--- src/rtl/writeback_stage_if.sv ---
// Handshake and data bus of the writeback stage: upstream instruction, memory
// read response, flush, and the register-file write port.
interface writeback_stage_if #(
  parameter int XLEN       = 64,
  parameter int REG_ADDR_W = 5,
  parameter int OFF_W      = $clog2(XLEN / 8)
);
  logic                  in_valid_i;
  logic                  in_ready_o;
  logic [1:0]            wb_sel_i;
  logic                  rd_we_i;
  logic [REG_ADDR_W-1:0] rd_addr_i;
  logic [XLEN-1:0]       alu_result_i;
  logic [XLEN-1:0]       pc_plus4_i;
  logic [XLEN-1:0]       csr_data_i;
  logic [2:0]            load_funct3_i;
  logic [OFF_W-1:0]      load_offset_i;
  logic                  mem_rvalid_i;
  logic [XLEN-1:0]       mem_rdata_i;
  logic                  flush_i;
  logic                  rd_we_o;
  logic [REG_ADDR_W-1:0] rd_addr_o;
  logic [XLEN-1:0]       rd_data_o;
  logic                  retire_o;
  logic                  load_err_o;
  logic                  busy_o;

  modport slave (
    input  in_valid_i, wb_sel_i, rd_we_i, rd_addr_i, alu_result_i, pc_plus4_i,
           csr_data_i, load_funct3_i, load_offset_i, mem_rvalid_i, mem_rdata_i,
           flush_i,
    output in_ready_o, rd_we_o, rd_addr_o, rd_data_o, retire_o, load_err_o,
           busy_o
  );

  modport master (
    output in_valid_i, wb_sel_i, rd_we_i, rd_addr_i, alu_result_i, pc_plus4_i,
           csr_data_i, load_funct3_i, load_offset_i, mem_rvalid_i, mem_rdata_i,
           flush_i,
    input  in_ready_o, rd_we_o, rd_addr_o, rd_data_o, retire_o, load_err_o,
           busy_o
  );
endinterface

--- src/rtl/writeback_stage.sv ---
// RISC-V writeback stage: selects MEM/ALU/PC+4/CSR results, waits for and
// aligns load data, and drives a registered regfile write port plus retire.
module writeback_stage #(
  parameter int XLEN       = 64,
  parameter int REG_ADDR_W = 5,
  parameter int OFF_W      = $clog2(XLEN / 8)
) (
  input  logic               clk_i,
  input  logic               rst_ni,
  writeback_stage_if.slave   wb
);

  localparam int SHW = $clog2(XLEN);

  typedef enum logic [1:0] {IDLE, WAIT_MEM, DRAIN} state_e;

  state_e                state_q, state_d;
  logic                  ld_we_q, ld_we_d;
  logic [REG_ADDR_W-1:0] ld_addr_q, ld_addr_d;
  logic [2:0]            ld_funct3_q, ld_funct3_d;
  logic [OFF_W-1:0]      ld_off_q, ld_off_d;
  logic                  rd_we_q, rd_we_d;
  logic [REG_ADDR_W-1:0] rd_addr_q, rd_addr_d;
  logic [XLEN-1:0]       rd_data_q, rd_data_d;
  logic                  retire_q, retire_d;
  logic                  load_err_q, load_err_d;

  logic                  accept;
  logic [XLEN-1:0]       shifted;
  logic [XLEN-1:0]       load_val;
  logic                  misaligned;
  logic                  load_bad;
  logic [XLEN-1:0]       sel_val;

  assign accept = wb.in_valid_i && (state_q == IDLE) && !wb.flush_i;

  always_comb begin
    shifted = wb.mem_rdata_i >> SHW'({ld_off_q, 3'b000});
    case (ld_funct3_q)
      3'b000:  load_val = XLEN'($signed(shifted[7:0]));
      3'b001:  load_val = XLEN'($signed(shifted[15:0]));
      3'b010:  load_val = XLEN'($signed(shifted[31:0]));
      3'b100:  load_val = XLEN'(shifted[7:0]);
      3'b101:  load_val = XLEN'(shifted[15:0]);
      3'b110:  load_val = XLEN'(shifted[31:0]);
      default: load_val = shifted;
    endcase
  end

  // Alignment is judged against the access size encoded in funct3[1:0].
  always_comb begin
    case (ld_funct3_q[1:0])
      2'd0:    misaligned = 1'b0;
      2'd1:    misaligned = ld_off_q[0];
      2'd2:    misaligned = |ld_off_q[1:0];
      default: misaligned = |ld_off_q;
    endcase
    load_bad = (ld_funct3_q == 3'b111) || misaligned ||
               ((XLEN == 32) && (ld_funct3_q == 3'b011 || ld_funct3_q == 3'b110));
  end

  always_comb begin
    case (wb.wb_sel_i)
      2'd1:    sel_val = wb.alu_result_i;
      2'd2:    sel_val = wb.pc_plus4_i;
      default: sel_val = wb.csr_data_i;
    endcase
  end

  always_comb begin
    // NOTE: every signal gets a default first so no path leaves one unassigned,
    // which would otherwise infer a latch.
    state_d     = state_q;
    ld_we_d     = ld_we_q;
    ld_addr_d   = ld_addr_q;
    ld_funct3_d = ld_funct3_q;
    ld_off_d    = ld_off_q;
    rd_we_d     = 1'b0;
    rd_addr_d   = rd_addr_q;
    rd_data_d   = rd_data_q;
    retire_d    = 1'b0;
    load_err_d  = 1'b0;

    case (state_q)
      IDLE: begin
        if (accept) begin
          if (wb.wb_sel_i != 2'd0) begin
            rd_data_d = sel_val;
            rd_addr_d = wb.rd_addr_i;
            rd_we_d   = wb.rd_we_i && (wb.rd_addr_i != '0);
            retire_d  = 1'b1;
          end else begin
            ld_we_d     = wb.rd_we_i && (wb.rd_addr_i != '0);
            ld_addr_d   = wb.rd_addr_i;
            ld_funct3_d = wb.load_funct3_i;
            ld_off_d    = wb.load_offset_i;
            state_d     = WAIT_MEM;
          end
        end
      end
      WAIT_MEM: begin
        if (wb.flush_i) begin
          // A response arriving with the flush is dropped on the spot.
          state_d = wb.mem_rvalid_i ? IDLE : DRAIN;
        end else if (wb.mem_rvalid_i) begin
          state_d   = IDLE;
          retire_d  = 1'b1;
          rd_addr_d = ld_addr_q;
          if (load_bad) begin
            load_err_d = 1'b1;
            rd_data_d  = '0;
          end else begin
            rd_we_d   = ld_we_q;
            rd_data_d = load_val;
          end
        end
      end
      DRAIN: begin
        if (wb.mem_rvalid_i) state_d = IDLE;
      end
      default: state_d = IDLE;
    endcase
  end

  // NOTE: sequential state uses non-blocking assignments so every flop samples
  // the pre-edge values regardless of statement order.
  always_ff @(posedge clk_i or negedge rst_ni) begin
    if (!rst_ni) begin
      state_q     <= IDLE;
      ld_we_q     <= 1'b0;
      ld_addr_q   <= '0;
      ld_funct3_q <= '0;
      ld_off_q    <= '0;
      rd_we_q     <= 1'b0;
      rd_addr_q   <= '0;
      rd_data_q   <= '0;
      retire_q    <= 1'b0;
      load_err_q  <= 1'b0;
    end else begin
      state_q     <= state_d;
      ld_we_q     <= ld_we_d;
      ld_addr_q   <= ld_addr_d;
      ld_funct3_q <= ld_funct3_d;
      ld_off_q    <= ld_off_d;
      rd_we_q     <= rd_we_d;
      rd_addr_q   <= rd_addr_d;
      rd_data_q   <= rd_data_d;
      retire_q    <= retire_d;
      load_err_q  <= load_err_d;
    end
  end

  assign wb.in_ready_o = (state_q == IDLE);
  assign wb.busy_o     = (state_q != IDLE);
  assign wb.rd_we_o    = rd_we_q;
  assign wb.rd_addr_o  = rd_addr_q;
  assign wb.rd_data_o  = rd_data_q;
  assign wb.retire_o   = retire_q;
  assign wb.load_err_o = load_err_q;

endmodule

--- src/flat_wrapper.sv ---
// flat-port wrapper written by rule: the top's interface ports become plain ports
module writeback_stage_flat 
#(
  parameter int XLEN       = 64,
  parameter int REG_ADDR_W = 5,
  parameter int OFF_W      = $clog2(XLEN / 8)
)
  (clk_i, rst_ni, wb_in_valid_i, wb_wb_sel_i, wb_rd_we_i, wb_rd_addr_i, wb_alu_result_i, wb_pc_plus4_i, wb_csr_data_i, wb_load_funct3_i, wb_load_offset_i, wb_mem_rvalid_i, wb_mem_rdata_i, wb_flush_i, wb_in_ready_o, wb_rd_we_o, wb_rd_addr_o, wb_rd_data_o, wb_retire_o, wb_load_err_o, wb_busy_o);
  writeback_stage_if #(.XLEN(XLEN), .REG_ADDR_W(REG_ADDR_W), .OFF_W(OFF_W)) wb_i ();
  input  logic clk_i;
  input  logic rst_ni;
  input wire logic [$bits(wb_i.in_valid_i)-1:0] wb_in_valid_i;
  input wire logic [$bits(wb_i.wb_sel_i)-1:0] wb_wb_sel_i;
  input wire logic [$bits(wb_i.rd_we_i)-1:0] wb_rd_we_i;
  input wire logic [$bits(wb_i.rd_addr_i)-1:0] wb_rd_addr_i;
  input wire logic [$bits(wb_i.alu_result_i)-1:0] wb_alu_result_i;
  input wire logic [$bits(wb_i.pc_plus4_i)-1:0] wb_pc_plus4_i;
  input wire logic [$bits(wb_i.csr_data_i)-1:0] wb_csr_data_i;
  input wire logic [$bits(wb_i.load_funct3_i)-1:0] wb_load_funct3_i;
  input wire logic [$bits(wb_i.load_offset_i)-1:0] wb_load_offset_i;
  input wire logic [$bits(wb_i.mem_rvalid_i)-1:0] wb_mem_rvalid_i;
  input wire logic [$bits(wb_i.mem_rdata_i)-1:0] wb_mem_rdata_i;
  input wire logic [$bits(wb_i.flush_i)-1:0] wb_flush_i;
  output wire logic [$bits(wb_i.in_ready_o)-1:0] wb_in_ready_o;
  output wire logic [$bits(wb_i.rd_we_o)-1:0] wb_rd_we_o;
  output wire logic [$bits(wb_i.rd_addr_o)-1:0] wb_rd_addr_o;
  output wire logic [$bits(wb_i.rd_data_o)-1:0] wb_rd_data_o;
  output wire logic [$bits(wb_i.retire_o)-1:0] wb_retire_o;
  output wire logic [$bits(wb_i.load_err_o)-1:0] wb_load_err_o;
  output wire logic [$bits(wb_i.busy_o)-1:0] wb_busy_o;
  assign wb_i.in_valid_i = wb_in_valid_i;
  assign wb_i.wb_sel_i = wb_wb_sel_i;
  assign wb_i.rd_we_i = wb_rd_we_i;
  assign wb_i.rd_addr_i = wb_rd_addr_i;
  assign wb_i.alu_result_i = wb_alu_result_i;
  assign wb_i.pc_plus4_i = wb_pc_plus4_i;
  assign wb_i.csr_data_i = wb_csr_data_i;
  assign wb_i.load_funct3_i = wb_load_funct3_i;
  assign wb_i.load_offset_i = wb_load_offset_i;
  assign wb_i.mem_rvalid_i = wb_mem_rvalid_i;
  assign wb_i.mem_rdata_i = wb_mem_rdata_i;
  assign wb_i.flush_i = wb_flush_i;
  assign wb_in_ready_o = wb_i.in_ready_o;
  assign wb_rd_we_o = wb_i.rd_we_o;
  assign wb_rd_addr_o = wb_i.rd_addr_o;
  assign wb_rd_data_o = wb_i.rd_data_o;
  assign wb_retire_o = wb_i.retire_o;
  assign wb_load_err_o = wb_i.load_err_o;
  assign wb_busy_o = wb_i.busy_o;
  writeback_stage #(.XLEN(XLEN), .REG_ADDR_W(REG_ADDR_W), .OFF_W(OFF_W)) u_core (.clk_i(clk_i), .rst_ni(rst_ni), .wb(wb_i));
endmodule
--- config.mk ---
export PLATFORM = sky130hd
export DESIGN_NAME = writeback_stage_flat
export DESIGN_NICKNAME = d
export VERILOG_FILES = /design/src/rtl/writeback_stage_if.sv /design/src/rtl/writeback_stage.sv /design/src/flat_wrapper.sv
export SDC_FILE = /design/constraint.sdc
export NUM_CORES = 1
export LEC_CHECK = 0
export ABC_AREA = 1
export CORE_MARGIN = 1.5
export CORE_UTILIZATION = 43
export DETAILED_ROUTE_END_ITERATION = 8
export PLACE_DENSITY = 0.8
export SYNTH_ARGS = -nofsm -noshare
export SYNTH_HDL_FRONTEND = slang
export SYNTH_SLANG_ARGS = --single-unit
--- constraint.sdc ---
create_clock -name clk_i -period 1.8 [get_ports clk_i]
set_clock_uncertainty 0.1 [all_clocks]
set_input_delay 0.27 -clock clk_i [delete_from_list [all_inputs] [get_ports clk_i]]
set_output_delay 0.27 -clock clk_i [all_outputs]
set_load 0.02 [all_outputs]
==> flow_summary.rst <==
.. list-table::
   :header-rows: 1

   * - Metric
     - Value
   * - Area of all placed cells without fillers
     - 13700 µm²
   * - Detailed-router iteration count before antenna repair
     - 5
   * - EDFF count, synth
     - 0
   * - Number of H-tree branching levels
     - 3
   * - Violated checks
     - negative setup slack
   * - Seq cells post-synth
     - 86
   * - First-pass GRT wire length
     - 52100 µm
   * - Height of the chip
     - 138 µm
   * - CTS tree
     - done
   * - Area of the die
     - 19000 µm²
   * - Data required time at the worst endpoint
     - 1970 ps
   * - Setup crit start kind
     - flop
   * - Via count normalized by instance count
     - 5.67
   * - Worst slew margin relative to its limit
     - 0.600
   * - Maximum vdd drop
     - 539 µV
   * - Power spent charging and discharging nets
     - 5090 µW
   * - Min Clock Period, post-route
     - 1970 ps
   * - Leakage
     - 0.00602 µW
   * - Clock root cell
     - clkbuf_16
   * - DRC violations left
     - 0
   * - Worst Path Max Fanout
     - 7
   * - Max-capacitance violation count
     - 0
   * - Ratio of cells with drive above 1 in the final layout
     - 0.194
   * - Maximum count of clock buffers along a single path
     - 2
   * - Largest net degree at the start of global routing
     - 55
   * - Top library cells by usage in the layout, fill and taps aside
     - clkdlybuf4s50_1, nand2_1, nor2_1
   * - Setup repair after global routing missed its margin
     - yes
   * - Total via count in the routed design
     - 10700
   * - Vias in the first global route
     - 10000
   * - Clock transition at the registers of the reported paths
     - 80 ps
   * - Worst-Skew Late Latency
     - 360 ps
   * - Count of pins over their slew limit
     - 0
   * - Area Overhead vs Synth
     - 74.8%
   * - Sequential cell area fraction in the yosys report
     - 0.275
   * - Initial core utilization
     - 0.437
   * - Wirelength, routed
     - 36100 µm
   * - Total power density per cell area
     - 873 nW/µm²
   * - Worst Max-Slew Pin Slew
     - 601 ps
   * - Result of the run
     - finished, violations left
   * - Global-route total usage across every layer
     - 0.360
   * - Hold violation total from the final report
     - 0
   * - Num CTS Buffers
     - 9
   * - Share of flip-flops with an asynchronous set or reset
     - 1.00
   * - Chip Width
     - 138 µm
   * - Share of power burned in registers
     - 0.230
   * - Achievable Freq
     - 507 MHz
   * - Count of final setup violators
     - 60
   * - Number of clock sinks seen by CTS
     - 86
   * - Count of placed standard cells in the final layout, fillers left out
     - 1893
   * - Data arrival, critical path
     - 2140 ps
   * - Post-DP HPWL
     - 27000 µm
   * - Portion of total power attributed to the clock network
     - 0.184
   * - Post-Place Cells
     - 1856
   * - Global route overflow
     - 0
   * - Synth Cell Area
     - 7820 µm²
   * - Synth warnings
     - 0
   * - Endpoint type of the worst setup path
     - flop
   * - Internal power
     - 6840 µW
   * - Routability congestion estimate from global placement
     - 0.930
   * - Crit path kind
     - reg2reg
   * - Count of boundary I/O pins
     - 349
   * - Remaining number of nets flagged by the antenna check after routing
     - 0
   * - Share of the clock period used by the worst path after layout
     - 1.10
   * - Worst min-delay path category
     - in2async
   * - Synthesized netlist net count
     - 1525
   * - Fill cell instance count of the final layout
     - 1352
   * - Count of buffers inserted at the top-level ports
     - 348
   * - Setup slack after layout
     - -172 ps
   * - Floorplan core area
     - 17900 µm²
   * - Commonest non-fill, non-tap cell in the layout
     - clkdlybuf4s50_1
   * - Synth unique cells
     - 33
   * - Switching Share
     - 0.427
   * - Post-Syn Area per Cell
     - 6.27 µm²
   * - Num rows
     - 49
   * - Most instantiated flip-flop cell in the synthesis netlist
     - dfrtp_1
   * - Post-place instance area
     - 12500 µm²
   * - Cells after Synth
     - 1247
   * - Number of antenna violations at the first check in global routing
     - 2
   * - Net count reported at finish
     - 1936
   * - Detail-routed net length per standard cell
     - 19.1 µm
   * - Iter 0 DRT Violations
     - 1091
   * - Combinational share of power
     - 0.586
-- worst max-delay path, cell delays in order (launching register included) --
cell	delay (ps)
dfrtp_2	490
inv_4	130
buf_6	130
nand2_4	50
nand2_4	60
nand2_4	70
nor2_8	180
buf_4	160
buf_12	90
buf_4	140
a21oi_1	80
nor2_1	190
-- power by group through the flow --
stage,logic (µW),registers [µW],clock network [µW]
after global routing,7450,2790,2280
after floorplan,2680,3170,0
after global placement,6120,2740,0
after CTS,6510,2730,2190
final,6990,2740,2200
after detailed placement,6200,2750,0
-- cells by family after synthesis --
logic type | share of synthesized area
buffers and inverters | 0.114
flip-flops | 0.275
multiplexers | 0.00288
AO/OA/AOI/OAI | 0.290
AND/OR/NAND/NOR | 0.313
adder cells (fa/ha/maj) | 0.00480
-- worst paths after layout --
path | startpoint | endpoint | slack, ps | depth (start not counted)
max | u_core.ld_off_q[0] | u_core.wb.rd_data_o[9] | -170 | 11
min | rst_ni | u_core.wb.rd_data_o[58] | 200 | 2
max reg2reg | u_core.ld_off_q[0] | u_core.wb.rd_data_o[9] | -170 | 11
min reg2reg | u_core.ld_addr_q[0] | u_core.ld_addr_q[0] | 400 | 2
max in group asynchronous | rst_ni | u_core.ld_off_q[1] | 800 | 3
min in group clk_i | wb_load_funct3_i[1] | u_core.ld_funct3_q[1] | 400 | 3
-- synthesized netlist by cell type (8+ instances only) --
master	count	area, µm²
nor2_1	145	544
nor3_1	8	40.0
a31oi_1	12	75.1
a22o_1	34	298
dfrtp_1	86	2150
a21oi_2	31	272
clkbuf_1	40	150
buf_4	12	90.1
o21ai_1	50	250
buf_1	15	56.3
buf_2	27	135
nand3_1	121	606
nand2_1	288	1080
buf_6	12	135
inv_1	72	270
o21ai_0	151	756
o211ai_1	17	128
a21oi_1	84	420
-- final cells by class --
| type | instances | area [µm²] | share of cell area |
|---|---|---|---|
| antenna | 1 | 2.50 | 0.000183 |
| inverter | 81 | 315 | 0.0231 |
| sequential | 86 | 2150 | 0.158 |
| timing repair inverter | 1 | 6.26 | 0.000458 |
| timing repair buffer | 507 | 5290 | 0.387 |
| multi-input combinational | 972 | 5270 | 0.386 |
| clock inverter | 7 | 113 | 0.00824 |
| tap | 229 | 287 | 0.0210 |
| clock buffer | 9 | 225 | 0.0165 |
-- timing repair --
| action | 4_1_cts | 5_1_grt |
|---|---|---|
| setup buffers | 4 | 5 |
| hold endpoints to repair | 86 | 0 |
| gates resized for setup | 61 | 80 |
| gates cloned | 3 | 7 |
| pin swaps | 2 | 20 |
| hold buffers | 1 | 0 |
| setup endpoints to repair | 65 | 65 |
-- registers in the layout (all words and copies together), names as in the netlist --
name and cells:
u_core.state_q 2, u_core.wb.rd_data_o 64, u_core.wb.rd_we_o 1, u_core.ld_off_q 3, u_core.ld_funct3_q 3, u_core.wb.rd_addr_o 5
u_core.ld_addr_q 5, u_core.ld_we_q 1, u_core.wb.load_err_o 1, u_core.wb.retire_o 1
-- metal layers --
metal  track usage  vias to the layer above  part of all wire
li1              -                     5035                 -
met1         0.424                     5015              0.38
met2         0.642                      565              0.50
met3        0.0736                      118             0.080
met4         0.134                        2             0.042
met5             0                        -           0.00047
-- stage by stage --
step / TNS (ps) / power (µW) / util / worst slack (ps) / hold slack, ps
floorplan: 0 / 5840 / - / 59.2 / -126
global placement: -20550 / 8860 / 0.698 / -436 / 27.2
detailed placement: -23160 / 8950 / 0.698 / -528 / 29.0
CTS: -1660 / 11400 / 0.737 / -75.2 / 202
global route: -9810 / 12500 / 0.763 / -282 / 205
finish: -3840 / 11900 / 0.763 / -172 / 197
Power figures use the tool's default switching activity.
